File: config.mk
export PLATFORM = sky130hd
export DESIGN_NAME = mmcm_rst_seq
export DESIGN_NICKNAME = d
export VERILOG_FILES = /design/src/rtl/mmcm_rst_seq_pkg.sv /design/src/rtl/mmcm_rst_seq_ch.sv /design/src/rtl/mmcm_rst_seq.sv
export SDC_FILE = /design/constraint.sdc
export NUM_CORES = 1
export LEC_CHECK = 0
export CORE_UTILIZATION = 50
export CTS_CLUSTER_SIZE = 12
export DETAILED_ROUTE_END_ITERATION = 10
export HOLD_SLACK_MARGIN = 0.08
export PLACE_DENSITY = 0.68
export SYNTH_ARGS = -nofsm -noshare
export SYNTH_HDL_FRONTEND = slang
export SYNTH_SLANG_ARGS = --single-unit
export TNS_END_PERCENT = 100
File: constraint.sdc
create_clock -name CLK -period 7.14 [get_ports CLK]
set_input_delay 0.714 -clock CLK [delete_from_list [all_inputs] [get_ports CLK]]
set_output_delay 0.714 -clock CLK [all_outputs]
set_load 0.01 [all_outputs]
File: src/rtl/mmcm_rst_seq_pkg.sv
// Shared types and constants for the MMCM reset/lock sequencer.
package mmcm_rst_seq_pkg;

  typedef enum logic [2:0] {
    IDLE,
    HOLD,
    WAIT_LOCK,
    STABLE,
    READY,
    FAIL
  } seq_state_e;

  localparam int RETRY_W = 4;

  function automatic int cnt_w(input int limit);
    return $clog2(limit + 1);
  endfunction

endpackage

File: src/rtl/mmcm_rst_seq_ch.sv
// One sequencer channel: lock synchroniser, reset/lock FSM, counters and status flags.
module mmcm_rst_seq_ch
  import mmcm_rst_seq_pkg::*;
#(
  parameter int RST_HOLD    = 16,
  parameter int LOCK_TMO    = 65535,
  parameter int LOCK_STABLE = 256,
  parameter int MAX_RETRY   = 7
) (
  input  logic               clk,
  input  logic               rst,
  input  logic               eos,
  input  logic               up_rdy,
  input  logic               locked,
  input  logic               force_rst,
  output logic               mmcm_rst,
  output logic               ch_ready,
  output logic               lock_fail,
  output logic               lock_lost,
  output logic [RETRY_W-1:0] retry_cnt
);

  localparam int HW = cnt_w(RST_HOLD);
  localparam int TW = cnt_w(LOCK_TMO);
  localparam int SW = cnt_w(LOCK_STABLE);
  localparam logic [HW-1:0]      HOLD_LAST = HW'(RST_HOLD - 1);
  localparam logic [TW-1:0]      TMO_LAST  = TW'(LOCK_TMO - 1);
  localparam logic [SW-1:0]      STB_LAST  = SW'(LOCK_STABLE - 1);
  localparam logic [RETRY_W-1:0] RETRY_MAX = RETRY_W'(MAX_RETRY);

  seq_state_e         state_q, state_d;
  logic [HW-1:0]      hold_cnt_q, hold_cnt_d;
  logic [TW-1:0]      tmo_cnt_q, tmo_cnt_d;
  logic [SW-1:0]      stb_cnt_q, stb_cnt_d;
  logic [RETRY_W-1:0] retry_q, retry_d;
  logic               lost_q, lost_d;
  logic               mmcm_rst_q, mmcm_rst_d;
  logic               ready_q, ready_d;
  logic               fail_q, fail_d;
  logic               lk_s1_q, lk_s2_q;
  logic               tmo_hit, retry_full;

  always_comb begin
    state_d    = state_q;
    hold_cnt_d = hold_cnt_q;
    tmo_cnt_d  = tmo_cnt_q;
    stb_cnt_d  = stb_cnt_q;
    retry_d    = retry_q;
    lost_d     = lost_q;
    tmo_hit    = (tmo_cnt_q == TMO_LAST);
    retry_full = (retry_q == RETRY_MAX);

    if (force_rst && state_q != IDLE) begin
      state_d    = HOLD;
      hold_cnt_d = '0;
      tmo_cnt_d  = '0;
      stb_cnt_d  = '0;
      retry_d    = '0;
      lost_d     = 1'b0;
    end else if (!up_rdy && state_q != IDLE) begin
      // Upstream clock gone: park in HOLD with counters frozen until it returns.
      state_d = HOLD;
      if (state_q != HOLD) hold_cnt_d = '0;
    end else begin
      case (state_q)
        IDLE: begin
          if (eos && up_rdy) begin
            state_d    = HOLD;
            hold_cnt_d = '0;
          end
        end
        HOLD: begin
          if (hold_cnt_q == HOLD_LAST) begin
            state_d   = WAIT_LOCK;
            tmo_cnt_d = '0;
          end else begin
            hold_cnt_d = hold_cnt_q + 1'b1;
          end
        end
        WAIT_LOCK, STABLE: begin
          // Timeout is checked first so it wins over a same-cycle lock event.
          if (tmo_hit) begin
            if (retry_full) begin
              state_d = FAIL;
            end else begin
              state_d    = HOLD;
              hold_cnt_d = '0;
              if (retry_q != '1) retry_d = retry_q + 1'b1;
            end
          end else begin
            tmo_cnt_d = tmo_cnt_q + 1'b1;
            if (state_q == WAIT_LOCK) begin
              if (lk_s2_q) begin
                state_d   = STABLE;
                stb_cnt_d = '0;
              end
            end else if (!lk_s2_q) begin
              state_d = WAIT_LOCK;
            end else if (stb_cnt_q == STB_LAST) begin
              state_d = READY;
            end else begin
              stb_cnt_d = stb_cnt_q + 1'b1;
            end
          end
        end
        READY: begin
          if (!lk_s2_q) begin
            state_d    = HOLD;
            hold_cnt_d = '0;
            lost_d     = 1'b1;
            retry_d    = '0;
          end
        end
        FAIL: ;
        default: state_d = IDLE;
      endcase
    end

    mmcm_rst_d = (state_d == IDLE) || (state_d == HOLD) || (state_d == FAIL);
    ready_d    = (state_d == READY);
    fail_d     = (state_d == FAIL);
  end

  always_ff @(posedge clk) begin
    if (rst) begin
      state_q    <= IDLE;
      hold_cnt_q <= '0;
      tmo_cnt_q  <= '0;
      stb_cnt_q  <= '0;
      retry_q    <= '0;
      lost_q     <= 1'b0;
      mmcm_rst_q <= 1'b1;
      ready_q    <= 1'b0;
      fail_q     <= 1'b0;
      lk_s1_q    <= 1'b0;
      lk_s2_q    <= 1'b0;
    end else begin
      state_q    <= state_d;
      hold_cnt_q <= hold_cnt_d;
      tmo_cnt_q  <= tmo_cnt_d;
      stb_cnt_q  <= stb_cnt_d;
      retry_q    <= retry_d;
      lost_q     <= lost_d;
      mmcm_rst_q <= mmcm_rst_d;
      ready_q    <= ready_d;
      fail_q     <= fail_d;
      lk_s1_q    <= locked;
      lk_s2_q    <= lk_s1_q;
    end
  end

  assign mmcm_rst  = mmcm_rst_q;
  assign ch_ready  = ready_q;
  assign lock_fail = fail_q;
  assign lock_lost = lost_q;
  assign retry_cnt = retry_q;

endmodule

File: src/rtl/mmcm_rst_seq.sv
// Top-level MMCM reset/lock sequencer: EOS sync, N channels, status packing.
// Optional MMCM_SEQ_CASCADE_EN: channel k>0 sequences only while channel k-1 is READY.
module mmcm_rst_seq
  import mmcm_rst_seq_pkg::*;
#(
  parameter int N_MMCM      = 2,
  parameter int RST_HOLD    = 16,
  parameter int LOCK_TMO    = 65535,
  parameter int LOCK_STABLE = 256,
  parameter int MAX_RETRY   = 7
) (
  input  logic                        CLK,
  input  logic                        RST,
  input  logic                        EOS,
  input  logic [N_MMCM-1:0]           LOCKED,
  input  logic [N_MMCM-1:0]           FORCE_RST,
  output logic [N_MMCM-1:0]           MMCM_RST,
  output logic [N_MMCM-1:0]           CH_READY,
  output logic                        ALL_LOCKED,
  output logic [N_MMCM-1:0]           LOCK_FAIL,
  output logic [N_MMCM-1:0]           LOCK_LOST,
  output logic [RETRY_W*N_MMCM-1:0]   RETRY_CNT
);

  logic              eos_s1_q, eos_s2_q;
  logic              all_locked_q, all_locked_d;
  logic [N_MMCM-1:0] ch_rdy;
  logic [N_MMCM-1:0] up_rdy;

  always_comb begin
    all_locked_d = &ch_rdy;
  end

  always_ff @(posedge CLK) begin
    if (RST) begin
      eos_s1_q     <= 1'b0;
      eos_s2_q     <= 1'b0;
      all_locked_q <= 1'b0;
    end else begin
      eos_s1_q     <= EOS;
      eos_s2_q     <= eos_s1_q;
      all_locked_q <= all_locked_d;
    end
  end

  for (genvar k = 0; k < N_MMCM; k++) begin : g_ch
    if (k == 0) begin : g_first
      assign up_rdy[k] = 1'b1;
    end else begin : g_next
`ifdef MMCM_SEQ_CASCADE_EN
      assign up_rdy[k] = ch_rdy[k-1];
`else
      assign up_rdy[k] = 1'b1;
`endif
    end

    mmcm_rst_seq_ch #(
      .RST_HOLD    (RST_HOLD),
      .LOCK_TMO    (LOCK_TMO),
      .LOCK_STABLE (LOCK_STABLE),
      .MAX_RETRY   (MAX_RETRY)
    ) u_ch (
      .clk       (CLK),
      .rst       (RST),
      .eos       (eos_s2_q),
      .up_rdy    (up_rdy[k]),
      .locked    (LOCKED[k]),
      .force_rst (FORCE_RST[k]),
      .mmcm_rst  (MMCM_RST[k]),
      .ch_ready  (ch_rdy[k]),
      .lock_fail (LOCK_FAIL[k]),
      .lock_lost (LOCK_LOST[k]),
      .retry_cnt (RETRY_CNT[RETRY_W*k +: RETRY_W])
    );
  end

  assign CH_READY   = ch_rdy;
  assign ALL_LOCKED = all_locked_q;

endmodule

-- After elaboration in Yosys (flattened, before gate mapping)
Cells that the tools add are included.
- bits in registers: 89
- bits of input ports: 7
- output and inout port bits: 17
- word-level logic and storage cells: 171
- add/subtract/negate cells: 8
- eq/ne operators: 44
- muxes and demuxes: 57
- bitwise logic cells: 4
- reductions and logical operators: 33
- operators by type and width (kind ; number):
    9-bit 2-to-1 mux ; 8
    16-bit 2-to-1 mux ; 4
    16-bit case mux with 2 select lines ; 2
    3-bit 2-to-1 mux ; 20
    5-bit 2-to-1 mux ; 9
    5-bit case mux with 4 select lines ; 2
    16-bit by 1-bit adder with 16-bit output (second input constant) ; 2
    16-bit equality test (second input constant) ; 2
    4-bit 2-to-1 mux ; 8
    3-bit case mux with 5 select lines ; 2
    3-bit equality test (second input constant) ; 8
    2-bit inequality test (second input constant) ; 10
    9-bit by 1-bit adder with 9-bit output (second input constant) ; 2
    9-bit by 8-bit equality test with 1-bit output (second input constant) ; 2
    2-bit by 1-bit inequality test with 1-bit output (second input constant) ; 8
    4-bit case mux with 2 select lines ; 2
    3-bit by 1-bit equality test with 1-bit output (second input constant) ; 4
    3-bit by 2-bit equality test with 1-bit output (second input constant) ; 4
    3-bit logical NOT ; 4
    6-bit AND reduction ; 2
    5-bit by 1-bit adder with 5-bit output (second input constant) ; 2
    5-bit by 4-bit equality test with 1-bit output (second input constant) ; 2
    5-bit AND reduction ; 2
    4-bit by 1-bit adder with 4-bit output (second input constant) ; 2
    other kinds (12) ; 33

-- Depth between registers and ports, before layout
Gate-level depths: netlist of the first run.
- depth in word-level cells: 10
- gate-level depth with buffers: 10

-- Modules after synthesis
Synthesis of the first run repeated with hierarchy kept, for this count alone.
- cell total of the unflattened synthesis: 531
- area total of the unflattened synthesis: 4511.8 sq um
- modules (own cells, without submodules) (module ; times used ; cells each ; area an instance (sq um)):
    mmcm_rst_seq_ch ; 2 ; 262 ; 2213.4
    mmcm_rst_seq ; 1 ; 7 ; 85.1

-- Least setup slack after synthesis of the first run
No wires, ideal clock.
- path type: register to register
- from: reg g_ch[1].u_ch.hold_cnt_q[0]
- to: reg g_ch[1].u_ch.tmo_cnt_q[15]
- library setup time: 0.070 ns
- arrival: 2.222 ns
- data required time: 7.070 ns
- slack: 4.848 ns
- cell stages (with the launch flop): 9
- path through: dfxtp_1 > ha_1 > and3_1 > ha_1 > a21oi_1 > nor4b_4 > nand3_1 > or4_1 > a21oi_1
- longest elaborated chain between the ends: 3
- ends and longest elaborated chain (element ; line ; RTL):
    start, declared ; mmcm_rst_seq_ch.sv:32 ; logic [HW-1:0] hold_cnt_q, hold_cnt_d;
    start signal, assigned ; mmcm_rst_seq_ch.sv:139 ; hold_cnt_q <= hold_cnt_d;
    5-bit by 4-bit equality test with 1-bit output ; mmcm_rst_seq_ch.sv:73 ; if (hold_cnt_q == HOLD_LAST) begin
    2-bit by 1-bit inequality test with 1-bit output (no line) ; n/a ;
    3-bit AND reduction (no line) ; n/a ;
    end signal, assigned ; mmcm_rst_seq_ch.sv:140 ; tmo_cnt_q <= tmo_cnt_d;
    end, declared ; mmcm_rst_seq_ch.sv:33 ; logic [TW-1:0] tmo_cnt_q, tmo_cnt_d;
Every way passes these cells.
A chain may end at the register's enable or synchronous reset.

-- Worst setup path in the final report of the first run
Ends and elaborated chain as after synthesis.

==> impl_metrics.env, run 1 <==
export IMPL_met3_usage_pct=3.45
export IMPL_use_met2_pct=35.6
export IMPL_dp_hpwl_mm=6.85
export IMPL_tritoncts="done"
export IMPL_holdCritPathClass="reg -> reg"
export IMPL_fin_crit_ps=2620
export IMPL_final_cells=658
export IMPL_rsz0062_at_grt="no"
export IMPL_grt_pass1_wl_mm=16.4
export IMPL_hold_ws_ps=441
export IMPL_grt_ovfl_total=0
export IMPL_synthCells=542
export IMPL_yosysTopAreaCellShare_pct=39.2
export IMPL_synthTopCellsByArea="dfxtp_1, nor2_1, xor2_1"
export IMPL_post_cts_resized=0
export IMPL_core_area_um2=8760
export IMPL_drv_slew=0
export IMPL_post_drt_wl_per_cell_um=14.7
export IMPL_cp_max_fo=8
export IMPL_crit_required_ps=7430
export IMPL_postRouteAntennaNets=0
export IMPL_die_w_um=97.4
export IMPL_port_buffers=23
export IMPL_grt_start_max_net_pins=20
export IMPL_area_growth_pct=9.74
export IMPL_final_cell_mix="dfxtp_1, nor2_1, nand2_1, a21oi_1, o21ai_0"
export IMPL_regArea_um2=1780
export IMPL_fin_crit_sh_pct=36.7
export IMPL_die_y_um=97.4
export IMPL_fin_area_um2=4990
export IMPL_syn_num_nets=563
export IMPL_arrival_ps=2910
export IMPL_hold_viol_final=0
export IMPL_setup_viol_count_final=0
export IMPL_drc_errors=0
export IMPL_p_leak_nw=1.66
export IMPL_n_antenna_cell=0
export IMPL_outcome="finished, final reports clean"
export IMPL_ys_flop_type="dfxtp_1"
export IMPL_syn_area_per_cell_um2=8.39
export IMPL_multi_input_area_um2=2570
export IMPL_synth_warnings=0
export IMPL_worstMarginPinSlew_ps=716
export IMPL_routed_wirelength_mm=9.64
export IMPL_relSlewSlack_pct=51.6
export IMPL_die_area_um2=9480
export IMPL_synth_cell_types=57
export IMPL_cts_htree_levels=3
export IMPL_std_cell_rows=34
export IMPL_clk_pin_slew_ps=90
export IMPL_synth_edf_count=0
export IMPL_dp_cells=642
export IMPL_globalRouteTotalUtil_pct=20.8
export IMPL_cts_buffers=9
export IMPL_gp_congestion=0.862
export IMPL_clk_root_buffer_cell="clkbuf_8"
export IMPL_fill_cells=815
export IMPL_busiest_layer="met2"
export IMPL_p_total_w=0.000929
export IMPL_max_vdd_ir_drop_mv=0.107
export IMPL_fin_skew_ps=8.85
export IMPL_post_dp_cell_area_um2=4770
export IMPL_clk_path_buf_depth=2
export IMPL_critPathCaptureType="register"
export IMPL_post_cts_buffers=0
export IMPL_start_util_pct=51.9
export IMPL_worstSkewPairLatency_ps=360
export IMPL_antenna_found_initial=0
export IMPL_first_pass_iters=5
export IMPL_synthArstFlopShare_pct=0
export IMPL_grt_pass1_vias=3609
export IMPL_crit_type="reg -> reg"
export IMPL_seq_area_frac_synth_pct=39.2
export IMPL_cts_sinks=89
export IMPL_use_met1_pct=26.0
export IMPL_syn_cell_area_um2=4550
export IMPL_crit_chain="ha_1, and3_1, ha_1, a21oi_1, nor4b_4, nand3_1, or4_1, a21oi_1"
export IMPL_mostFrequentLayoutCell="dfxtp_1"
export IMPL_slowest_delay_ps=500
export IMPL_crit_path_top_delay_cell="nor4b_4"
export IMPL_synth_seq_cells=89
export IMPL_nets=566
export IMPL_power_density_nw_per_um2=186
export IMPL_setup_tns_ps=0
export IMPL_startpoint_type="register"
export IMPL_drt_iter0_markers=162
export IMPL_synth_largest_area_cell="dfxtp_1"
export IMPL_cts_hold_buf=0
export IMPL_io_pins=24
export IMPL_maxCapViolCount=0
export IMPL_max_freq_ghz=0.382
export IMPL_layout_drive_gt1_share_pct=6.00
export IMPL_vias=3865
export IMPL_drt_vias_per_instance=5.87
-- metrics by stage --
stage / setup slack (ps) / util, %
floorplan: 4850 / -
global placement: 4570 / 54.5
detailed placement: 4490 / 54.5
CTS: 4530 / 57.0
global route: 4290 / 57.0
finish: 4520 / 57.0
-- worst paths after layout --
path	startpoint	end	slack (ps)	cells after the start
min reg2reg	eos_s1_q	eos_s2_q	440	1
max reg2reg	g_ch[1].u_ch.hold_cnt_q[0]	g_ch[1].u_ch.tmo_cnt_q[15]	4520	8
max	g_ch[1].u_ch.hold_cnt_q[0]	g_ch[1].u_ch.tmo_cnt_q[15]	4520	8
min	eos_s1_q	eos_s2_q	440	1
-- kinds of logic (layout without fill, tap and decap cells) --
| logic type | Yosys count | after routing | share of synthesized area [%] |
|---|---|---|---|
| flops | 89 | 89 | 39.2 |
| compound gates | 108 | 108 | 16.1 |
| simple gates | 250 | 250 | 29.4 |
| xor+xnor | 30 | 30 | 5.78 |
| fa+ha+maj | 14 | 14 | 3.85 |
| mux | 5 | 5 | 1.10 |
| buf+inv | 46 | 54 | 4.54 |
-- state kept, by name, indices dropped and copies added (netlist names) --
name                  count
g_ch.u_ch.tmo_cnt_q      32
g_ch.u_ch.lock_fail       2
g_ch.u_ch.retry_cnt       8
g_ch.u_ch.stb_cnt_q      18
g_ch.u_ch.hold_cnt_q     10
eos_s1_q                  1
g_ch.u_ch.lk_s1_q         2
eos_s2_q                  1
g_ch.u_ch.mmcm_rst        2
g_ch.u_ch.ch_ready        2
g_ch.u_ch.lk_s2_q         2
g_ch.u_ch.state_q         6
g_ch.u_ch.lock_lost       2
ALL_LOCKED                1
-- final cells by class --
type / count / area share [%]
Multi-Input combinational cell: 407 / 51.4
Sequential cell: 89 / 35.7
Timing Repair Buffer: 24 / 4.76
Tap cell: 108 / 2.71
Clock buffer: 10 / 2.56
Clock inverter: 6 / 1.80
Inverter: 14 / 1.05
-- metal layers --
metal / routed length, µm / part of all wire (%)
met5: 0 / 0
met4: 177 / 1.8
met3: 328 / 3.4
met2: 4650 / 48
met1: 4480 / 46
-- cells in the mapped netlist, drive strengths merged, types with 12 or more instances --
master  count
dfxtp      89
nor2       69
nand2      39
a21oi      35
o21ai      29
nand3      26
xor2       23
clkbuf     21
nand4      19
ha         14
inv        14
or3        13
nor3       12
-- power breakdown --
part	total [W]	switching [W]	leakage (nW)	internal [W]
Sequential	0.000505	0.00000618	0.718	0.000499
Combinational	0.0000398	0.0000249	0.836	0.0000149
Clock	0.000384	0.000185	0.107	0.000199
Total	0.000929	0.000216	1.66	0.000713
-- worst max-delay path, delay by kind of cell (launching register included) --
family	cells	cell delay [ps]
fa+ha+maj	2	450
simple gates	4	1370
flops	1	390
compound gates	2	340
Power figures use the tool's default switching activity.
==> run 2, diff against run 1 <==
--- a/config.mk
+++ b/config.mk
@@ -9,7 +9,7 @@
 export CTS_CLUSTER_SIZE = 12
 export DETAILED_ROUTE_END_ITERATION = 10
 export HOLD_SLACK_MARGIN = 0.08
-export PLACE_DENSITY = 0.68
+export PLACE_DENSITY = 0.71
 export SYNTH_ARGS = -nofsm -noshare
 export SYNTH_HDL_FRONTEND = slang
 export SYNTH_SLANG_ARGS = --single-unit
==> constraint.sdc (replaced) <==
create_clock -name CLK -period 2.2 [get_ports CLK]
set_input_delay 0.22 -clock CLK [delete_from_list [all_inputs] [get_ports CLK]]
set_output_delay 0.22 -clock CLK [all_outputs]
set_load 0.01 [all_outputs]
==> run 2 against run 1 <==
Net effect:
- cell count grew 5.6%
- first-iteration DRC count is 38% higher
- highest routed layer unchanged
- total power grew to 3.3 times the previous value
- cell area up 7.2%
- core utilization grew 4.1 points
- largest cell class unchanged
- critical path depth grew 1
- largest power group unchanged
- clock power rose to 3.3 times the previous value
- flip-flop and latch count is the same
- sequential share of layout area fell by 2.3 points
==> impl_metrics.env, run 2 (synthesis gave the netlist of run 1 again) <==
export IMPL_outcome="finished, final reports clean"
export IMPL_grt_pass1_wl_mm=17.2
export IMPL_cts_htree_levels=3
export IMPL_drc_errors=0
export IMPL_port_buffers=23
export IMPL_fin_skew_ps=8.87
export IMPL_io_pins=24
export IMPL_largest_registers="g_ch.u_ch.tmo_cnt_q (32), g_ch.u_ch.stb_cnt_q (18), g_ch.u_ch.hold_cnt_q (10)"
export IMPL_drt_iter0_markers=223
export IMPL_largest_reg_flops=32
export IMPL_layout_drive_gt1_share_pct=15.0
export IMPL_die_w_um=97.4
export IMPL_nets=603
export IMPL_postRouteAntennaNets=0
export IMPL_fin_crit_ps=2070
export IMPL_worstSkewPairLatency_ps=350
export IMPL_drt_vias_per_instance=5.74
export IMPL_gp_congestion=0.882
export IMPL_grt_pass1_vias=3780
export IMPL_arrival_ps=2360
export IMPL_top_register="g_ch.u_ch.tmo_cnt_q"
export IMPL_crit_required_ps=2490
export IMPL_holdCritPathClass="in -> reg"
export IMPL_tritoncts="done"
export IMPL_max_vdd_ir_drop_mv=0.329
export IMPL_cts_sinks=89
export IMPL_worstMarginPinSlew_ps=493
export IMPL_dp_hpwl_mm=7.18
export IMPL_p_leak_nw=1.85
export IMPL_fin_crit_sh_pct=94.0
export IMPL_grt_start_max_net_pins=15
export IMPL_vias=3986
export IMPL_die_area_um2=9480
export IMPL_power_density_nw_per_um2=571
export IMPL_globalRouteTotalUtil_pct=21.9
export IMPL_std_cell_rows=34
export IMPL_crit_type="reg -> reg"
export IMPL_clk_root_buffer_cell="clkbuf_8"
export IMPL_die_y_um=97.4
export IMPL_core_area_um2=8760
export IMPL_routed_top_layer="met4"
export IMPL_post_cts_buffers=0
export IMPL_maxCapViolCount=0
export IMPL_cts_buffers=9
export IMPL_clk_pin_slew_ps=90
export IMPL_dp_slack_ps=40.1
export IMPL_setup_viol_count_final=0
export IMPL_grt_ovfl_total=0
export IMPL_cp_max_fo=5
export IMPL_mostFrequentLayoutCell="dfxtp_1"
export IMPL_met1_length_mm=4.51
export IMPL_critPathCaptureType="register"
export IMPL_post_drt_wl_per_cell_um=14.0
export IMPL_start_util_pct=51.9
export IMPL_hold_ws_ps=420
export IMPL_first_pass_iters=5
export IMPL_relSlewSlack_pct=67.1
export IMPL_area_growth_pct=17.6
export IMPL_dr_wl_met2_mm=4.75
export IMPL_n_antenna_cell=0
export IMPL_drv_slew=0
export IMPL_hold_viol_final=0
export IMPL_startpoint_type="register"
export IMPL_dr_wl_met3_um=333
export IMPL_routed_wirelength_mm=9.76
export IMPL_final_cell_mix="dfxtp_1, nor2_1, nand2_1, buf_4, a21oi_1"
export IMPL_antenna_found_initial=0
export IMPL_clk_path_buf_depth=2
export IMPL_setup_ws_ps=132
export IMPL_max_freq_ghz=0.484
export IMPL_rsz0062_at_grt="yes"
==> run 2: power breakdown <==
group / switching [W] / internal (W) / total, W / leakage (nW)
clock network: 0.000562 / 0.000698 / 0.00126 / 0.115
registers: 0.0000145 / 0.00162 / 0.00163 / 0.720
logic: 0.0000929 / 0.0000661 / 0.000159 / 1.01
total: 0.000670 / 0.00238 / 0.00305 / 1.85
==> run 2: repair_timing <==
action                                  4_1_cts  5_1_grt
hold buffers                                  0        0
hold endpoints to repair                      0        0
endpoints found under the setup margin        0       19
gates resized for setup                       0       14
==> run 2: metal layers <==
layer  GRT usage [%]  up-vias
li1                -     2017
met1            27.9     1865
met2            37.2       89
met3            3.38       15
met4            8.37        0
met5               0        -
==> run 2: path summary, 6_finish.rpt <==
check        slack (ps)                       start  depth (start not counted)                         end
max                 130  g_ch[0].u_ch.hold_cnt_q[1]                          9  g_ch[0].u_ch.tmo_cnt_q[14]
min                 420                   LOCKED[1]                          2        g_ch[1].u_ch.lk_s1_q
max reg2reg         130  g_ch[0].u_ch.hold_cnt_q[1]                          9  g_ch[0].u_ch.tmo_cnt_q[14]
min reg2reg         430       g_ch[0].u_ch.ch_ready                          2                  ALL_LOCKED
==> run 2: area by class of cell <==
cell class | count | area (µm²)
inverters | 14 | 52.6
multi-input cells | 407 | 2630
fillers | 785 | 3410
flip-flops and latches | 89 | 1790
clock inverters | 5 | 77.6
clock buffers | 11 | 151
repair buffers | 61 | 515
well taps | 108 | 135
==> run 2: critical path, stage by stage (launching register included) <==
cell and delay, ps:
dfxtp_1 370, ha_1 190, and3_1 160, ha_1 180, a21oi_1 100, nor2_1 180
buf_4 170, o2111ai_2 180, or3_1 340, a21oi_1 140
==> run 2: metrics by stage <==
| stage | std cells | power (W) | utilization, % | area [µm²] | setup TNS (ps) |
|---|---|---|---|---|---|
| after floorplan | 542 | 0.00177 | - | 4570 | 0 |
| after global placement | 679 | 0.00182 | 57.9 | 5070 | 0 |
| after detailed placement | 679 | 0.00183 | 57.9 | 5070 | 0 |
| after CTS | 695 | 0.00309 | 60.5 | 5300 | 0 |
| after global routing | 695 | 0.00317 | 61.1 | 5350 | -77.0 |
| final | 695 | 0.00305 | 61.1 | 5350 | 0 |
==> run 3, diff against run 2 <==
--- a/config.mk
+++ b/config.mk
@@ -9,7 +9,7 @@
 export CTS_CLUSTER_SIZE = 12
 export DETAILED_ROUTE_END_ITERATION = 10
 export HOLD_SLACK_MARGIN = 0.08
-export PLACE_DENSITY = 0.71
+export PLACE_DENSITY = 0.7
 export SYNTH_ARGS = -nofsm -noshare
 export SYNTH_HDL_FRONTEND = slang
 export SYNTH_SLANG_ARGS = --single-unit
==> constraint.sdc (replaced) <==
create_clock -name CLK -period 2.5 [get_ports CLK]
set_input_delay 0.25 -clock CLK [delete_from_list [all_inputs] [get_ports CLK]]
set_output_delay 0.25 -clock CLK [all_outputs]
set_load 0.01 [all_outputs]
==> run 3 against run 2 <==
Net effect:
- first-iteration DRC count shrank 27%
- cell count fell by 2.7%
- via count fell by 0.70%
- total power fell by 16%
- die area unchanged
- sequential share of layout area grew 1.4 points
- clock skew increased by 2.2 ps
- largest cell class unchanged
- highest routed layer unchanged
==> impl_metrics.env, run 3 (synthesis gave the netlist of run 1 again) <==
export IMPL_routed_wirelength_mm=9.88
export IMPL_largest_registers="g_ch.u_ch.tmo_cnt_q (32), g_ch.u_ch.stb_cnt_q (18), g_ch.u_ch.hold_cnt_q (10)"
export IMPL_switching_share_pct=22.9
export IMPL_start_util_pct=51.9
export IMPL_die_y_um=97.4
export IMPL_postRouteAntennaNets=0
export IMPL_cts_buffers=9
export IMPL_largest_reg_flops=32
export IMPL_post_cts_buffers=0
export IMPL_core_area_um2=8760
export IMPL_grt_ovfl_total=0
export IMPL_die_w_um=97.4
export IMPL_power_density_nw_per_um2=503
export IMPL_p_leak_nw=1.75
export IMPL_cp_max_fo=4
export IMPL_gp_congestion=0.847
export IMPL_drt_iter0_markers=163
export IMPL_layout_drive_gt1_share_pct=9.15
export IMPL_setup_viol_count_final=0
export IMPL_dp_slack_ps=261
export IMPL_first_pass_iters=4
export IMPL_cts_htree_levels=3
export IMPL_clock_power_share_pct=39.3
export IMPL_worstMarginPinSlew_ps=554
export IMPL_rsz0062_at_grt="no"
export IMPL_arrival_ps=2570
export IMPL_drc_errors=0
export IMPL_io_pins=24
export IMPL_clk_path_buf_depth=2
export IMPL_hold_viol_final=0
export IMPL_setup_ws_ps=204
export IMPL_mostFrequentLayoutCell="dfxtp_1"
export IMPL_fin_crit_sh_pct=91.8
export IMPL_pwr_share_seq_pct=56.0
export IMPL_fin_area_um2=5110
export IMPL_combPwrFrac_pct=4.7
export IMPL_post_drt_wl_per_cell_um=14.6
export IMPL_crit_required_ps=2780
export IMPL_top_register="g_ch.u_ch.tmo_cnt_q"
export IMPL_slowest_delay_ps=490
export IMPL_crit_chain="ha_1, and3_1, ha_1, a21oi_1, nor4b_4, nand3_1, or4_1, a21oi_1"
export IMPL_crit_path_top_delay_cell="or4_1"
export IMPL_startpoint_type="register"
export IMPL_final_cell_mix="dfxtp_1, nor2_1, nand2_1, a21oi_1, o21ai_0"
export IMPL_worstSkewPairLatency_ps=360
export IMPL_die_area_um2=9480
export IMPL_grt_pass1_wl_mm=17.3
export IMPL_post_cts_resized=0
export IMPL_crit_type="reg -> reg"
export IMPL_vias=3958
export IMPL_grt_start_max_net_pins=16
export IMPL_antenna_found_initial=0
export IMPL_post_dp_cell_area_um2=4910
export IMPL_hold_ws_ps=438
export IMPL_max_freq_ghz=0.436
export IMPL_tritoncts="done"
export IMPL_cts_hold_buf=0
export IMPL_area_growth_pct=12.4
export IMPL_p_switching_w=0.000589
export IMPL_setup_tns_ps=0
export IMPL_std_cell_rows=34
export IMPL_clk_root_buffer_cell="clkbuf_8"
export IMPL_dp_hpwl_mm=7.12
export IMPL_p_int_w=0.00199
export IMPL_fin_skew_ps=11.1
export IMPL_cts_sinks=89
export IMPL_port_buffers=23
export IMPL_fin_crit_ps=2300
export IMPL_drt_vias_per_instance=5.86
export IMPL_relSlewSlack_pct=62.8
export IMPL_n_antenna_cell=0
export IMPL_globalRouteTotalUtil_pct=21.9
export IMPL_nets=584
export IMPL_drv_slew=0
export IMPL_max_vdd_ir_drop_mv=0.310
export IMPL_critPathCaptureType="register"
export IMPL_multi_input_area_um2=2570
export IMPL_holdCritPathClass="reg -> reg"
export IMPL_outcome="finished, final reports clean"
export IMPL_clk_pin_slew_ps=90
export IMPL_fill_cells=830
export IMPL_grt_pass1_vias=3730
export IMPL_maxCapViolCount=0
export IMPL_regArea_um2=1780
run 3: cell count changes in the layout (fill, tap and decap cells not counted), moves of 3 or more:
| cell | before | now |
|---|---|---|
| dfxtp_2 | 4 | 0 |
| buf_4 | 38 | 19 |
| ha_1 | 10 | 14 |
| dfxtp_1 | 85 | 89 |
| ha_2 | 3 | 0 |
run 3: through the flow:
stage | utilization (%) | total power [W] | std cells
after floorplan | - | 0.00156 | 542
final | 58.4 | 0.00257 | 676
after global routing | 58.4 | 0.00267 | 676
after detailed placement | 56.0 | 0.00159 | 660
after CTS | 58.4 | 0.00259 | 676
after global placement | 56.0 | 0.00159 | 660
run 3: area by class of cell:
type / instances / area share (%)
clock buffer: 11 / 2.96
clock inverter: 5 / 1.05
inverter: 14 / 1.03
multi-input combinational: 407 / 50.2
sequential: 89 / 34.8
tap: 108 / 2.64
timing repair buffer: 42 / 7.29
run 3: worst paths after layout:
| path | to | slack, ps | from | cells past startpoint |
|---|---|---|---|---|
| setup / recovery | g_ch[1].u_ch.tmo_cnt_q[15] | 200 | g_ch[1].u_ch.hold_cnt_q[0] | 8 |
| hold / removal | ALL_LOCKED | 440 | g_ch[0].u_ch.ch_ready | 2 |
| setup reg to reg | g_ch[1].u_ch.tmo_cnt_q[15] | 200 | g_ch[1].u_ch.hold_cnt_q[0] | 8 |
| hold reg to reg | ALL_LOCKED | 440 | g_ch[0].u_ch.ch_ready | 2 |
run 3: metal layers:
metal,vias to the layer above,global-route usage (%),share of wire [%],routed length (µm)
met1,1914,27.7,47,4620
met2,59,37.7,50,4900
met4,0,6.45,0.56,55
li1,1979,-,-,-
met3,6,4.10,3.2,314
met5,-,0,0,0
run 3: power groups by stage:
stage | sequential, W | combinational (W) | clock, W
2_1_floorplan | 0.00146 | 0.0000924 | 0
3_3_place_gp | 0.00147 | 0.000118 | 0
3_5_place_dp | 0.00147 | 0.000120 | 0
4_1_cts | 0.00144 | 0.000121 | 0.00103
5_1_grt | 0.00144 | 0.000134 | 0.00109
6_report | 0.00144 | 0.000121 | 0.00101
run 3: critical path, delay by kind of cell, from the launching register on:
family | cells | cell delay [ps]
AOI/OAI and AO/OA | 2 | 320
adders and majority gates | 2 | 370
DFF | 1 | 380
and+or+nand+nor | 4 | 1150
